`src/rtl/mcu_pkg.sv`:
```
// mcu_pkg: shared state codes and load/store opcode pattern for the mcu and decode unit
package mcu_pkg;
  localparam logic [1:0] WAIT_PREFIX = 2'b10;
  localparam logic [2:0] EXEC_CODE = 3'b011;
  localparam logic [6:0] LSU_OPCODE = 7'b0000011;
  localparam logic [6:0] LSU_OPCODE_MASK = 7'b1011111;
  typedef enum logic [2:0] {
    S_FETCH = 3'b000,
    S_FETCH_WAIT = 3'b001,
    S_DECODE = 3'b010,
    S_EXEC = EXEC_CODE,
    S_WAIT_VALID = {WAIT_PREFIX, 1'b0},
    S_WAIT_READY = {WAIT_PREFIX, 1'b1},
    S_WRITEBACK = 3'b110,
    S_ERROR = 3'b111
  } state_t;
  function automatic logic is_lsu_op(input logic [6:0] op);
    return (op & LSU_OPCODE_MASK) == LSU_OPCODE;
  endfunction
  function automatic logic in_lsu_wait(input state_t s);
    return s[2:1] == WAIT_PREFIX;
  endfunction
endpackage

```
`src/rtl/mcu_lsu_timer.sv`:
```
// mcu_lsu_timer: 8-bit LSU wait counter flagging the last cycle before timeout
module mcu_lsu_timer #(
  parameter logic [7:0] LIMIT = 8'd255
) (
  input  logic clk,
  input  logic rst_n,
  input  logic clear,
  input  logic enable,
  output logic tc
);
  logic [7:0] cnt;
  // count wait cycles; cleared on entry to the wait pair and held elsewhere
  always_ff @(posedge clk or negedge rst_n)
    if (!rst_n) cnt <= '0;
    else if (clear) cnt <= '0;
    else if (enable) cnt <= cnt + 8'd1;
  assign tc = cnt == LIMIT - 8'd1;
endmodule

```
`src/rtl/mcu.sv`:
```
// mcu: multi-cycle fetch/decode/execute sequencer with LSU timeout and retire counter
module mcu
  import mcu_pkg::*;
#(
  parameter logic [7:0] LSU_TIMEOUT = 8'd255,
  parameter int INSTRET_W = 32
) (
  input  logic                 MCU_CLOCK_50,
  input  logic                 MCU_RESET_InLow,
  input  logic [6:0]           MCU_Opcode_InBUS,
  input  logic                 MCU_Imem_Ready_In,
  input  logic                 MCU_Lsu_Valid_In,
  input  logic                 MCU_Lsu_Ready_In,
  output logic [2:0]           MCU_State_OutBUS,
  output logic                 MCU_Imem_Req_Out,
  output logic                 MCU_Ir_Write_Out,
  output logic                 MCU_Pc_Write_Out,
  output logic                 MCU_Lsu_Error_Out,
  output logic [INSTRET_W-1:0] MCU_Instret_OutBUS
);
  state_t state, state_nxt;
  logic tc;
  mcu_lsu_timer #(.LIMIT(LSU_TIMEOUT)) u_timer (
    .clk(MCU_CLOCK_50),
    .rst_n(MCU_RESET_InLow),
    .clear(state == S_EXEC && is_lsu_op(MCU_Opcode_InBUS)),
    .enable(in_lsu_wait(state)),
    .tc(tc)
  );
  // state register
  always_ff @(posedge MCU_CLOCK_50 or negedge MCU_RESET_InLow)
    if (!MCU_RESET_InLow) state <= S_FETCH;
    else state <= state_nxt;
  // next-state logic; an arriving handshake beats a simultaneous timeout
  always_comb begin
    state_nxt = state;
    unique case (state)
      S_FETCH:      state_nxt = S_FETCH_WAIT;
      S_FETCH_WAIT: state_nxt = MCU_Imem_Ready_In ? S_DECODE : S_FETCH_WAIT;
      S_DECODE:     state_nxt = S_EXEC;
      S_EXEC:       state_nxt = is_lsu_op(MCU_Opcode_InBUS) ? S_WAIT_VALID : S_WRITEBACK;
      S_WAIT_VALID: state_nxt = MCU_Lsu_Valid_In ? S_WAIT_READY : tc ? S_ERROR : S_WAIT_VALID;
      S_WAIT_READY: state_nxt = MCU_Lsu_Ready_In ? S_WRITEBACK : tc ? S_ERROR : S_WAIT_READY;
      S_WRITEBACK:  state_nxt = S_FETCH;
      S_ERROR:      state_nxt = S_ERROR;
      default:      state_nxt = S_FETCH;
    endcase
  end
  // sticky timeout flag, set on the edge that enters ERROR
  always_ff @(posedge MCU_CLOCK_50 or negedge MCU_RESET_InLow)
    if (!MCU_RESET_InLow) MCU_Lsu_Error_Out <= 1'b0;
    else if (state_nxt == S_ERROR) MCU_Lsu_Error_Out <= 1'b1;
  // retire counter, bumped on every edge leaving WRITEBACK
  always_ff @(posedge MCU_CLOCK_50 or negedge MCU_RESET_InLow)
    if (!MCU_RESET_InLow) MCU_Instret_OutBUS <= '0;
    else if (state == S_WRITEBACK) MCU_Instret_OutBUS <= MCU_Instret_OutBUS + INSTRET_W'(1);
  assign MCU_State_OutBUS = state;
  assign MCU_Imem_Req_Out = state == S_FETCH || state == S_FETCH_WAIT;
  assign MCU_Ir_Write_Out = state == S_FETCH_WAIT && MCU_Imem_Ready_In;
  assign MCU_Pc_Write_Out = state == S_WRITEBACK;
endmodule

```
`config.mk`:
```
export PLATFORM = sky130hd
export DESIGN_NAME = mcu
export DESIGN_NICKNAME = d
export VERILOG_FILES = /design/src/rtl/mcu_pkg.sv /design/src/rtl/mcu_lsu_timer.sv /design/src/rtl/mcu.sv
export SDC_FILE = /design/constraint.sdc
export NUM_CORES = 1
export LEC_CHECK = 0
export BUFFER_PORTS_ARGS = -buffer_cell sky130_fd_sc_hd__buf_2
export CORE_AREA = 3 3 68 70
export CTS_CLUSTER_SIZE = 40
export DETAILED_ROUTE_END_ITERATION = 10
export DIE_AREA = 0 0 71 73
export PLACE_DENSITY = 0.87
export SYNTH_ARGS = -nofsm -noshare
export SYNTH_HDL_FRONTEND = slang
export SYNTH_SLANG_ARGS = --single-unit
```
`constraint.sdc`:
```
create_clock -name MCU_CLOCK_50 -period 2.2 [get_ports MCU_CLOCK_50]
set_input_delay 0.22 -clock MCU_CLOCK_50 [delete_from_list [all_inputs] [get_ports MCU_CLOCK_50]]
set_output_delay 0.22 -clock MCU_CLOCK_50 [all_outputs]
set_load 0.05 [all_outputs]
```
==> results.cfg <==
[synth]
number_of_enable_type_register_cells_in_the_synthesized_netlist = 0
mappedNetlistNets = 219
ys_dominant_reg_cell = dfrtp_1
postSynthCellCount = 204
synthesis.yosys.warnings = 0
post_synth.cell_area_avg_um2 = 10.42
synth-seq-cells = 44
synthesis.area_um2 = 2126
synth-seq-area-share_pct = 51.80
ranking_of_synthesized_cells_by_area = dfrtp_1 (52%), xnor2_1 (7.8%), xor2_1 (7.4%), nand2_1 (3.7%), nor2_1 (3.0%)
synth-async-reset-ratio_pct = 100.0
synthTopCellsByCount = dfrtp_1 (44), nand2_1 (21), xnor2_1 (19), xor2_1 (18), nor2_1 (17)
synth_top_area_share_pct = 51.80
yosysMostFrequentCell = dfrtp_1
synth_area_leader_cell = dfrtp_1
netlist-cell-type-count = 34

[drt]
vias_per_std_cell = 5.202
drc_errors = 0
route.layer.met1.wl_um = 1854
met2WireLength_um = 2031
detail-route-antenna-nets = 0
detailroute.via_count = 1623
route.met3.wl_um = 148
drt-pass1-iter-count = 4
top_layer_used = met4
wire_per_inst_um = 13.07
initialDrtViolationCount = 79
wirelength_um = 4077

[timing]
hold_viol = 0
fmax_ghz = 0.5210
tightestPinTransition_ps = 431.8
share_of_the_clock_period_used_by_the_worst_path_after_layout_pct = 87.24
clock-skew-final_ps = 11.21
finalMaxSlewViolations = 0
max_slew_margin_pct = 71.21
period_minus_slack_ps = 1919
finalSetupViolations = 0
rsz0062_at_grt = false
final_critical_path_setup_slack_ps = 280.7
setup_tns_ps = 0

[cts]
cts_buffers = 5
worst_skew_pair.late_latency_ps = 300
tritoncts_clock_tree = done
cts.root.buffer_cell = clkbuf_8
clock_tree.buffer_depth = 2
cts.sink_count = 44
htreeDepth = 2
post-cts-setup-buffer-count = 0
clkSlewWorstSetupHoldPaths_ps = 80

[worst_setup_path]
worst-r2r-setup-slack_ps = 330
crit_path_cell_chain = nand3b_1, buf_4, inv_1, buf_2
setup.worst_path.class = reg2out
r2r-start = MCU_State_OutBUS[2]
worstRegToRegCells = 4
setup.worst_path.end_class = output port
critPathMaxFanout = 11
critical_path_top_delay_cell = dfrtp_1
timing.rr.end = MCU_Instret_OutBUS[31]
critPathTopFamily = buffers and inverters
required_ps = 1980
cp.buffers_inverters = 3
critPathLaunchType = flip-flop
critPathArrivalTime_ps = 1700
cpPeakStageDelay_ps = 550

[floorplanning]
core_region_area_um2 = 4029
ioPinCount = 51
start_util_pct = 52.76
die_height_um = 73
floorplan.die.width_um = 71
rows = 23
die-area_um2 = 5183

[run]
maxCapViolCount = 0

[worst_hold_path]
hold_path.startpoint = MCU_Lsu_Valid_In
hold_path_end = MCU_State_OutBUS[1]
hold_class = in2reg
timing.hold.worst_path_depth = 3

[global_route]
grt_util_all_layers_pct = 17.21
grt_remaining_overflow = 0
vias_in_the_first_global_route = 1556
global_route_wire_length_before_repair_um = 7024
grt_start_max_net_pins = 26
grt_antenna_before_repair = 0

[place]
io_buffer_count = 49
globalplace.congestion = 0.8379
dp_slack_ps = 343.0
detailed_place_hpwl_um = 3106
place_area_um2 = 2437

[power_and_ir_drop]
power_density_nw_per_um2 = 1012
fin_total_pwr_mw = 2.586
vdd_drop_max_uv = 907.2
power_leakage_nw = 1.280

[final_layout]
finish.instance_area_um2 = 2555
diodes = 0
fin_nets = 276
area_delta_synth_final_pct = 20.19
layout-drive-gt1-share_pct = 26.72

[status]
run_status = complete, no violations
## cell type report
type                            count  area [um^2]
Fill cell                         335         1474
Multi-Input combinational cell    144        949.7
Sequential cell                    44         1101
Inverter                           11        41.29
Clock buffer                        6        72.57
Clock inverter                      2        35.03
Timing Repair Buffer               55        292.8
Tap cell                           50        62.56
## routing by layer
layer / vias to the layer above / GRT usage [%]
met5: - / 0
met4: 0 / 6.263
met3: 4 / 4.545
met2: 32 / 27.70
met1: 782 / 22.54
li1: 805 / -
## worst min-delay path: cells and delay by family
family,cells,cell delay (ps)
AO/OA/AOI/OAI,2,200
buffers and inverters,1,80
## state kept, by name, summed over array words and instances (netlist names)
signal and count:
MCU_Instret_OutBUS 32, u_timer.cnt 8, MCU_State_OutBUS 3, MCU_Lsu_Error_Out 1
## worst max path at each step
stage                               start                endpoint  cells after the start
global placement      MCU_State_OutBUS[2]  MCU_Instret_OutBUS[31]                      4
floorplan             MCU_State_OutBUS[1]  MCU_Instret_OutBUS[12]                      6
finish                MCU_State_OutBUS[2]        MCU_Pc_Write_Out                      4
global route          MCU_State_OutBUS[2]  MCU_Instret_OutBUS[31]                      4
detailed placement  MCU_Instret_OutBUS[9]  MCU_Instret_OutBUS[31]                      4
CTS                   MCU_State_OutBUS[2]        MCU_Pc_Write_Out                      4
## timing repair
item	CTS	global route
hold endpoints to repair	19	0
resized for setup	0	0
hold buffers	1	0
## through the flow
step	utilization (%)	std cells	hold WS [ps]
after global placement	60.50	303	182.5
after detailed placement	60.50	303	185.8
after global routing	63.42	312	268.8
after floorplan	-	204	-75.59
after CTS	63.42	312	253.9
final	63.42	312	267.1
## placed cells by master (no fill, tap or decap), drive strengths merged, types with 2 or more instances in the layout
cell / Yosys / layout
ha: 3 / 3
nand3: 12 / 12
or4: 2 / 2
a21oi: 5 / 5
and4: 3 / 3
nand2: 21 / 21
nor4: 5 / 5
nor2: 17 / 17
dfrtp: 44 / 44
nor3: 10 / 10
xor2: 18 / 18
xnor2: 19 / 19
nand4: 8 / 8
o21ai: 3 / 3
or3: 4 / 4
clkbuf: 1 / 6
buf: 4 / 54
and3: 2 / 2
or2: 2 / 2
inv: 11 / 11
## logic make-up (layout without fill, tap and decap cells)
group                    Yosys count  after routing  synth area share (%)
XOR/XNOR                          37             37                 15.24
adder cells (fa/ha/maj)            3              3                 1.766
flip-flops                        44             44                 51.80
AND/OR/NAND/NOR                   91             91                 23.43
buffers and inverters             16             74                 3.649
AO/OA/AOI/OAI                     13             13                 4.120
## power breakdown
| part | switching (mW) | internal (mW) | total, mW |
|---|---|---|---|
| sequential | 0.194 | 0.949 | 1.14 |
| combinational | 0.580 | 0.268 | 0.848 |
| clock | 0.258 | 0.337 | 0.595 |
(Power assumes the default switching activity.)
